===== config.mk =====
export PLATFORM = sky130hd
export DESIGN_NAME = seq_101_gen
export DESIGN_NICKNAME = d
export VERILOG_FILES = /design/src/rtl/seq_101_gen_pkg.sv /design/src/rtl/seq_101_ref_mealy.sv /design/src/rtl/seq_101_gen.sv
export SDC_FILE = /design/constraint.sdc
export NUM_CORES = 1
export LEC_CHECK = 0
export ABC_CLOCK_PERIOD_IN_PS = 5800
export BUFFER_PORTS_ARGS = -buffer_cell sky130_fd_sc_hd__clkbuf_2
export CAP_MARGIN = 20
export CORE_MARGIN = 5
export CORE_UTILIZATION = 30
export CTS_BUF_LIST = sky130_fd_sc_hd__clkbuf_4 sky130_fd_sc_hd__clkbuf_8
export DETAILED_ROUTE_END_ITERATION = 7
export HOLD_SLACK_MARGIN = 0.12
export PLACE_DENSITY = 0.45
export SYNTH_ARGS = -nofsm -noshare
export SYNTH_HDL_FRONTEND = slang
export SYNTH_HIERARCHICAL = 1
export SYNTH_SLANG_ARGS = --single-unit

===== constraint.sdc =====
create_clock -name Clk -period 5.8 [get_ports Clk]
set_clock_uncertainty 0.2 [all_clocks]
set_input_delay 0.58 -clock Clk [delete_from_list [all_inputs] [get_ports Clk]]
set_output_delay 0.58 -clock Clk [all_outputs]
set_load 0.01 [all_outputs]

===== src/rtl/seq_101_gen_pkg.sv =====
// Shared types and constants for the serial 101 pattern generator and its
// reference detector.
package seq_101_gen_pkg;

  typedef enum logic [1:0] {
    IDLE  = 2'd0,
    SHIFT = 2'd1,
    GAP   = 2'd2,
    DONE  = 2'd3
  } state_t;

  // {older history bit, newer history bit, current bit}
  localparam logic [2:0] MATCH_101 = 3'b101;

endpackage


===== src/rtl/seq_101_ref_mealy.sv =====
// Golden overlapping "101" Mealy detector; history advances only on valid bits
// and is cleared at the start of each transfer.
module seq_101_ref_mealy
  import seq_101_gen_pkg::*;
(
  input  logic Clk,
  input  logic Reset,
  input  logic clr,
  input  logic bit_in,
  input  logic bit_vld,
  output logic z
);

  logic [1:0] r_hist;

  // NOTE: sequential state uses non-blocking assignments so every register
  // samples pre-edge values, independent of block ordering.
  always_ff @(posedge Clk or negedge Reset) begin
    if (!Reset) begin
      r_hist <= 2'b00;
    end else if (clr) begin
      r_hist <= 2'b00;
    end else if (bit_vld) begin
      r_hist <= {r_hist[0], bit_in};
    end
  end

  assign z = bit_vld && ({r_hist, bit_in} == MATCH_101);

endmodule


===== src/rtl/seq_101_gen.sv =====
// Serializes a latched pattern MSB-first with programmable length, repetition
// count and idle gap, alongside the expected 101 detection for each valid bit.
module seq_101_gen
  import seq_101_gen_pkg::*;
#(
  parameter  int   WIDTH      = 8,
  parameter  logic IDLE_LEVEL = 1'b1,
  localparam int   LW         = $clog2(WIDTH + 1)
) (
  input  logic             Clk,
  input  logic             Reset,
  input  logic             start,
  input  logic [WIDTH-1:0] pat_in,
  input  logic [LW-1:0]    len_in,
  input  logic [7:0]       rep_in,
  input  logic [3:0]       gap_in,
  output logic             w,
  output logic             w_valid,
  output logic             busy,
  output logic             done,
  output logic             expect_z
);

  localparam logic [LW-1:0] LEN_MAX = LW'(WIDTH);
  localparam logic [LW-1:0] ONE     = LW'(1);

  state_t           r_state, w_state_nxt;
  logic [WIDTH-1:0] r_pat,   w_pat_nxt;
  logic [LW-1:0]    r_len,   w_len_nxt;
  logic [LW-1:0]    r_idx,   w_idx_nxt;
  logic [7:0]       r_rem,   w_rem_nxt;
  logic [3:0]       r_gap,   w_gap_nxt;
  logic [3:0]       r_gcnt,  w_gcnt_nxt;
  logic             r_w, r_w_valid, r_busy, r_done;
  logic             w_accept;
  logic [LW-1:0]    w_len_eff;
  logic [WIDTH-1:0] w_pat_shift;

  assign w_accept  = (r_state == IDLE) && start;
  assign w_len_eff = ((len_in == '0) || (len_in > LEN_MAX)) ? LEN_MAX : len_in;

  // NOTE: every signal assigned here gets a default first, so no path can
  // leave one unassigned and infer a latch.
  always_comb begin
    w_state_nxt = r_state;
    w_pat_nxt   = r_pat;
    w_len_nxt   = r_len;
    w_idx_nxt   = r_idx;
    w_rem_nxt   = r_rem;
    w_gap_nxt   = r_gap;
    w_gcnt_nxt  = r_gcnt;
    case (r_state)
      IDLE: begin
        if (start) begin
          w_pat_nxt   = pat_in;
          w_len_nxt   = w_len_eff;
          w_rem_nxt   = rep_in;
          w_gap_nxt   = gap_in;
          w_idx_nxt   = w_len_eff - ONE;
          w_state_nxt = (rep_in == 8'd0) ? DONE : SHIFT;
        end
      end
      SHIFT: begin
        if (r_idx != '0) begin
          w_idx_nxt = r_idx - ONE;
        end else if (r_rem == 8'd1) begin
          w_rem_nxt   = 8'd0;
          w_state_nxt = DONE;
        end else begin
          // Index is reloaded here so GAP only has to count idle cycles.
          w_rem_nxt = r_rem - 8'd1;
          w_idx_nxt = r_len - ONE;
          if (r_gap != 4'd0) begin
            w_state_nxt = GAP;
            w_gcnt_nxt  = r_gap;
          end
        end
      end
      GAP: begin
        if (r_gcnt == 4'd1) begin
          w_state_nxt = SHIFT;
        end else begin
          w_gcnt_nxt = r_gcnt - 4'd1;
        end
      end
      DONE:    w_state_nxt = IDLE;
      default: w_state_nxt = IDLE;
    endcase
  end

  // Outputs are registered from next-state so they line up with the state.
  assign w_pat_shift = w_pat_nxt >> w_idx_nxt;

  always_ff @(posedge Clk or negedge Reset) begin
    if (!Reset) begin
      r_state   <= IDLE;
      r_pat     <= '0;
      r_len     <= '0;
      r_idx     <= '0;
      r_rem     <= 8'd0;
      r_gap     <= 4'd0;
      r_gcnt    <= 4'd0;
      r_w       <= IDLE_LEVEL;
      r_w_valid <= 1'b0;
      r_busy    <= 1'b0;
      r_done    <= 1'b0;
    end else begin
      r_state   <= w_state_nxt;
      r_pat     <= w_pat_nxt;
      r_len     <= w_len_nxt;
      r_idx     <= w_idx_nxt;
      r_rem     <= w_rem_nxt;
      r_gap     <= w_gap_nxt;
      r_gcnt    <= w_gcnt_nxt;
      r_w       <= (w_state_nxt == SHIFT) ? w_pat_shift[0] : IDLE_LEVEL;
      r_w_valid <= (w_state_nxt == SHIFT);
      r_busy    <= (w_state_nxt == SHIFT) || (w_state_nxt == GAP);
      r_done    <= (w_state_nxt == DONE);
    end
  end

  assign w       = r_w;
  assign w_valid = r_w_valid;
  assign busy    = r_busy;
  assign done    = r_done;

  seq_101_ref_mealy u_ref (
    .Clk     (Clk),
    .Reset   (Reset),
    .clr     (w_accept),
    .bit_in  (r_w),
    .bit_vld (r_w_valid),
    .z       (expect_z)
  );

endmodule

== After elaboration in Yosys (flattened, before gate mapping) ==
Cells that the tools add are included.

* Register bits after elaboration: 40
* Bits in latches: 0
* RAM bits: 0
* ROM bits: 0
* Bits of input ports: 27
* Output and inout bits: 5
* Memories: 0

* Add/sub/neg operators: 5
* $mul: 0
* Divide/modulo/power cells: 0
* Magnitude comparators: 1
* Equal/unequal tests: 14
* Shift-type cells: 1
* Mux-type cells: 26
* Bitwise logic cells: 0
* Reductions and logical operators: 15

{| class="wikitable"
|+ Operators with widths
! cell !! number
|-
| two-way mux 8 bit || 5
|-
| two-way mux 4 bit || 8
|-
| two-way mux 2 bit || 8
|-
| case mux 4 bit (2 select lines) || 2
|-
| case mux 8 bit (2 select lines) || 1
|-
| subtractor 4 x 1 -> 4 bit (second input constant) || 4
|-
| inequality test 2 bit (second input constant) || 5
|-
| equality test 2 bit (second input constant) || 4
|-
| equality test 8 x 1 -> 1 bit (second input constant) || 1
|-
| logical NOT 8 bit || 1
|-
| case mux 2 bit (4 select lines) || 1
|-
| nonzero test 4 bit || 2
|-
| >> shifter 8 x 4 -> 1 bit || 1
|-
| subtractor 8 x 1 -> 8 bit (second input constant) || 1
|-
| nonzero test 2 bit || 3
|-
| AND reduction 5 bit || 1
|-
| equality test 2 x 1 -> 1 bit (second input constant) || 2
|-
| equality test 4 x 1 -> 1 bit (second input constant) || 1
|-
| greater-than comparator 4 bit (second input constant) || 1
|-
| logical NOT 4 bit || 1
|-
| equality test 3 bit (second input constant) || 1
|-
| AND reduction 3 bit || 1
|-
| logical AND 1 bit || 2
|-
| logical NOT 2 bit || 1
|-
| 3 further kinds || 4
|}

== Depth between registers and ports, before layout ==
* Word-level depth: 8
* Gate-level depth with buffers: 9

== By module ==
Netlist, hierarchy kept.

{| class="wikitable"
|+ By module, submodules not included
! module !! times used !! cells each !! area an instance (um2) !! seq. area each (um2)
|-
| seq_101_gen || 1 || 225 || 2148.3 || 952.2
|-
| seq_101_ref_mealy || 1 || 7 || 88.8 || 50.0
|}

== Least setup slack after synthesis ==
No wires, ideal clock.

* Path type: register to register
* Start point: register r_idx[0]
* End point: register r_w (netlist: w)
* Data arrival time: 2.253 ns
* Data required time: 5.507 ns
* Slack: 3.254 ns
* Cell stages (with the launch flop): 10
* Path buffers: 1
* Cells stage by stage: dfrtp_1 > inv_1 > ha_1 > or3b_1 > buf_2 > a32o_1 > a211oi_4 > mux2_1 > mux2i_1 > o221ai_1

* Longest elaborated chain between the ends: 5
* Elaborated cells between the ends (all ways): 11
* Those cells by class: add/sub: 1; eq/ne: 1; shift: 1; mux: 7; reduce/logical: 1

{| class="wikitable"
|+ RTL lines
! item !! RTL line !! RTL
|-
| start: declaration || seq_101_gen.sv:30 || <nowiki>logic [LW-1:0] r_idx, w_idx_nxt;</nowiki>
|-
| start signal: assignment || seq_101_gen.sv:111 || <nowiki>r_idx <= w_idx_nxt;</nowiki>
|-
| subtractor 4 x 1 -> 4 bit, or another cell as far along || seq_101_gen.sv:65 || <nowiki>w_idx_nxt = r_idx - ONE;</nowiki>
|-
| two-way mux 4 bit or two-way mux 2 bit (tied branches) || seq_101_gen.sv:64 || <nowiki>if (r_idx != '0) begin</nowiki>
|-
| case mux 4 bit (2 select lines) or case mux 2 bit (4 select lines) (tied branches) || seq_101_gen.sv:52 || <nowiki>case (r_state)</nowiki>
|-
| >> shifter 8 x 4 -> 1 bit or equality test 2 x 1 -> 1 bit (tied branches) || seq_101_gen.sv:92, seq_101_gen.sv:115 ||
|-
| two-way mux 1 bit * || seq_101_gen.sv:115 || <nowiki>r_w <= (w_state_nxt == SHIFT) ? w_pat_shift[0] : IDLE_LEVEL;</nowiki>
|-
| end signal: assignment || seq_101_gen.sv:115 ||
|-
| end: declaration || seq_101_gen.sv:34 || <nowiki>logic r_w, r_w_valid, r_busy, r_done;</nowiki>
|}

Every way passes the cells marked *; elsewhere a longest branch is shown, timed or not.
A chain may end at the register's enable or synchronous reset.

== Worst setup path after layout ==
Same ends and word-level chain as after synthesis.

==> flow_summary.toml <==
[outcome]
outcome = "finished, final reports clean"

[pwr]
power.density_nw_per_um2 = 608
leakage_nw = 1.21
vdd_drop_max_uv = 275

[worst_setup_path]
critPathKind = "reg2reg"
crit_buf_inv = 1
crit_family = "compound AO/OA/AOI/OAI gates"
r2r_slack_ns = 2.91
path_depth = 8
worstSetupEndpoint = "w"
crit_slowest_cell = "or3b_1"
start_kind = "register"
end_kind = "register"
arrival_ns = 2.89
worstPathRequired_ns = 5.80
critPathMaxStageDelay_ns = 0.50
path_max_fanout = 7
r2r.worst_path.cells = 8
r2r_end = "w"
path_cells = "inv_1 > ha_1 > or3b_1 > a32o_1 > a211oi_4 > mux2_1 > mux2i_1 > o221ai_1"
r2r-start = "r_idx[0]"
crit_start = "r_idx[0]"

[floorplan]
num_rows = 31
dieHeight_um = 96.4
io_pins = 32
initial_core_util = 0.308
die-area_um2 = 9280
die_x_um = 96.4
core-area_um2 = 7250

[clock_network]
post-cts-setup-buffers = 0
clock_path_buffers = 2
post_cts_resize_count = 0
insertion_delay_ns = 0.29
cts_root_buffer = "clkbuf_8"
cts_sinks = 40
clkTransAtPathRegs_ns = 0.08
htreeDepth = 2
numCtsBuffers = 5
cts_tree = "yes"

[grt]
grt_max_degree = 41
grt_usage = 0.129
antenna_found_initial = 0
grt_first_pass_wirelength_mm = 9.12
grt_pass1_vias = 1831
grt-ovfl-total = 0

[route]
ant_nets = 0
routed_wl_mm = 5.31
wl_met3_um = 193
drtIter0Drc = 67
wirelength_met1_mm = 2.52
viasPerCell = 4.86
wl_met2_mm = 2.55
vias = 1765
drc_errors = 0
firstDrtPassIters = 5
post_drt_wl_per_cell_um = 14.6
top_layer = "met4"

[placed_design]
io_buffers = 31
gp_congestion = 0.779
hpwl_mm = 3.92

[yosys]
avgSynthCellArea_um2 = 9.64
yosysSeqAreaShare = 0.448
ys_types = 50
syn-num-nets = 268
postSynth.asyncResetShare = 1.00
syn_inst = 232
ys_ff_latch = 40
ys_warn_count = 6
synth_edf_count = 0
synth_area_um2 = 2240
synthFlopType = "dfrtp_1"

[min_path]
hp-start = "gap_in[2]"
hold_class = "in2reg"

[layout]
multiInputGateArea_um2 = 1130
fillers = 728
syn2layout_area_growth_pct = 18.6
num_antenna_cells = 0
fin_nets = 299
ff_latch_area_um2 = 1000
drive_gt1_frac = 0.220
final_util = 0.366

[timing]
relSlewSlack = 0.401
timing.fmax_mhz = 346
setup_violations = 0
period_share = 0.498
tns_ns = 0
slew_violations = 0
period_needed_ns = 2.89
tightest_slew_ns = 0.895
hold_viol = 0
rsz0062_at_grt = "false"

[flow_run]
drv_cap = 0
==> report_power, final <==
part           internal, W  switching, W  leakage, nW  total, W
Combinational     0.000332      0.000430        0.637  0.000762
Clock             0.000215      0.000103       0.0784  0.000318
Sequential        0.000418      0.000116        0.490  0.000534
==> worst register-to-register path, delay by kind of cell, from the launching register on <==
| kind | cells | cell delay [ns] |
|---|---|---|
| compound gates | 3 | 0.79 |
| mux | 2 | 0.53 |
| simple gates | 1 | 0.50 |
| flops | 1 | 0.42 |
| fa+ha+maj | 1 | 0.24 |
| buf+inv | 1 | 0.13 |
==> layout make-up <==
cell class,instances,area share
clock buffers,5,0.0259
clock inverters,3,0.0339
inverters,14,0.0198
multi-input cells,169,0.426
flip-flops and latches,40,0.378
well taps,99,0.0467
repair buffers,33,0.0698
==> synth_stat cells (all sizes together) (3+ instances only) <==
cell type / n / share of area
dfrtp: 39 / 0.44
a21oi: 12 / 0.027
nor3: 7 / 0.016
nor3b: 4 / 0.013
mux2: 12 / 0.064
o21ai: 25 / 0.056
buf: 4 / 0.015
ha: 9 / 0.050
nand2b: 7 / 0.020
nand2: 22 / 0.037
nor2: 25 / 0.042
mux2i: 5 / 0.022
inv: 14 / 0.023
a211oi: 5 / 0.025
a22oi: 3 / 0.010
nor4: 5 / 0.021
clkbuf: 5 / 0.0084
==> worst min-delay path by stage <==
stage,to,slack (ns),cells after the start
floorplan,busy,0.08,0
global placement,r_pat[4],0.28,1
detailed placement,r_pat[5],0.28,1
CTS,r_gap[2],0.27,3
global route,r_gap[1],0.27,3
finish,r_gap[2],0.27,3
==> stage by stage <==
step                      instance area, µm²  std cells  hold slack, ns  worst slack, ns  total power, W
final                                   2650        363           0.274             2.91         0.00161
after global routing                    2650        363           0.273             2.60         0.00177
after floorplan                         2240        232          0.0844             3.25         0.00112
after global placement                  2460        353           0.278             2.81         0.00131
after detailed placement                2460        353           0.281             2.75         0.00131
after CTS                               2620        361           0.269             2.89         0.00163
==> what timing repair did <==
item | CTS | global route
endpoints found under the hold margin | 0 | 15
setup endpoints to repair | 0 | 0
hold buffers | 0 | 1
==> registers in the layout (all words and copies together), names as in the netlist <==
name / cells
w: 1
r_pat: 8
done: 1
busy: 1
r_rem: 8
r_len: 4
w_valid: 1
u_ref/r_hist: 2
r_state: 2
r_idx: 4
r_gap: 4
r_gcnt: 4
==> metal layers <==
metal | up-vias | track usage
met3 | 5 | 0.0305
met4 | 0 | 0.0315
met1 | 837 | 0.179
li1 | 885 | -
met2 | 38 | 0.202
met5 | - | 0
==> placed cells by master (no fill, tap or decap), types with 3 or more instances in the layout <==
cell | synthesis | final
bufinv_16 | 0 | 3
nor3b_1 | 4 | 4
nor2_1 | 25 | 25
nand2_1 | 22 | 22
nand2b_1 | 7 | 7
a21oi_1 | 12 | 12
o21ai_0 | 9 | 9
dfrtp_1 | 39 | 39
nor3_1 | 7 | 7
nor4_1 | 4 | 4
a22oi_1 | 3 | 3
mux2_2 | 8 | 8
a211oi_1 | 3 | 3
mux2i_1 | 5 | 5
ha_1 | 9 | 9
inv_1 | 13 | 13
clkbuf_2 | 0 | 31
o21ai_1 | 16 | 16
clkbuf_8 | 0 | 5
==> logic make-up (layout without fill, tap and decap cells) <==
family,Yosys count,in the layout,share of synthesized area
DFF,40,40,0.448
buffers and inverters,23,55,0.0464
and+or+nand+nor,81,81,0.187
AOI/OAI and AO/OA,59,59,0.171
xor gates and xnor gates,3,3,0.0117
adders and majority gates,9,9,0.0503
muxes,17,17,0.0861
No activity file was read; power rests on OpenSTA's default activity.
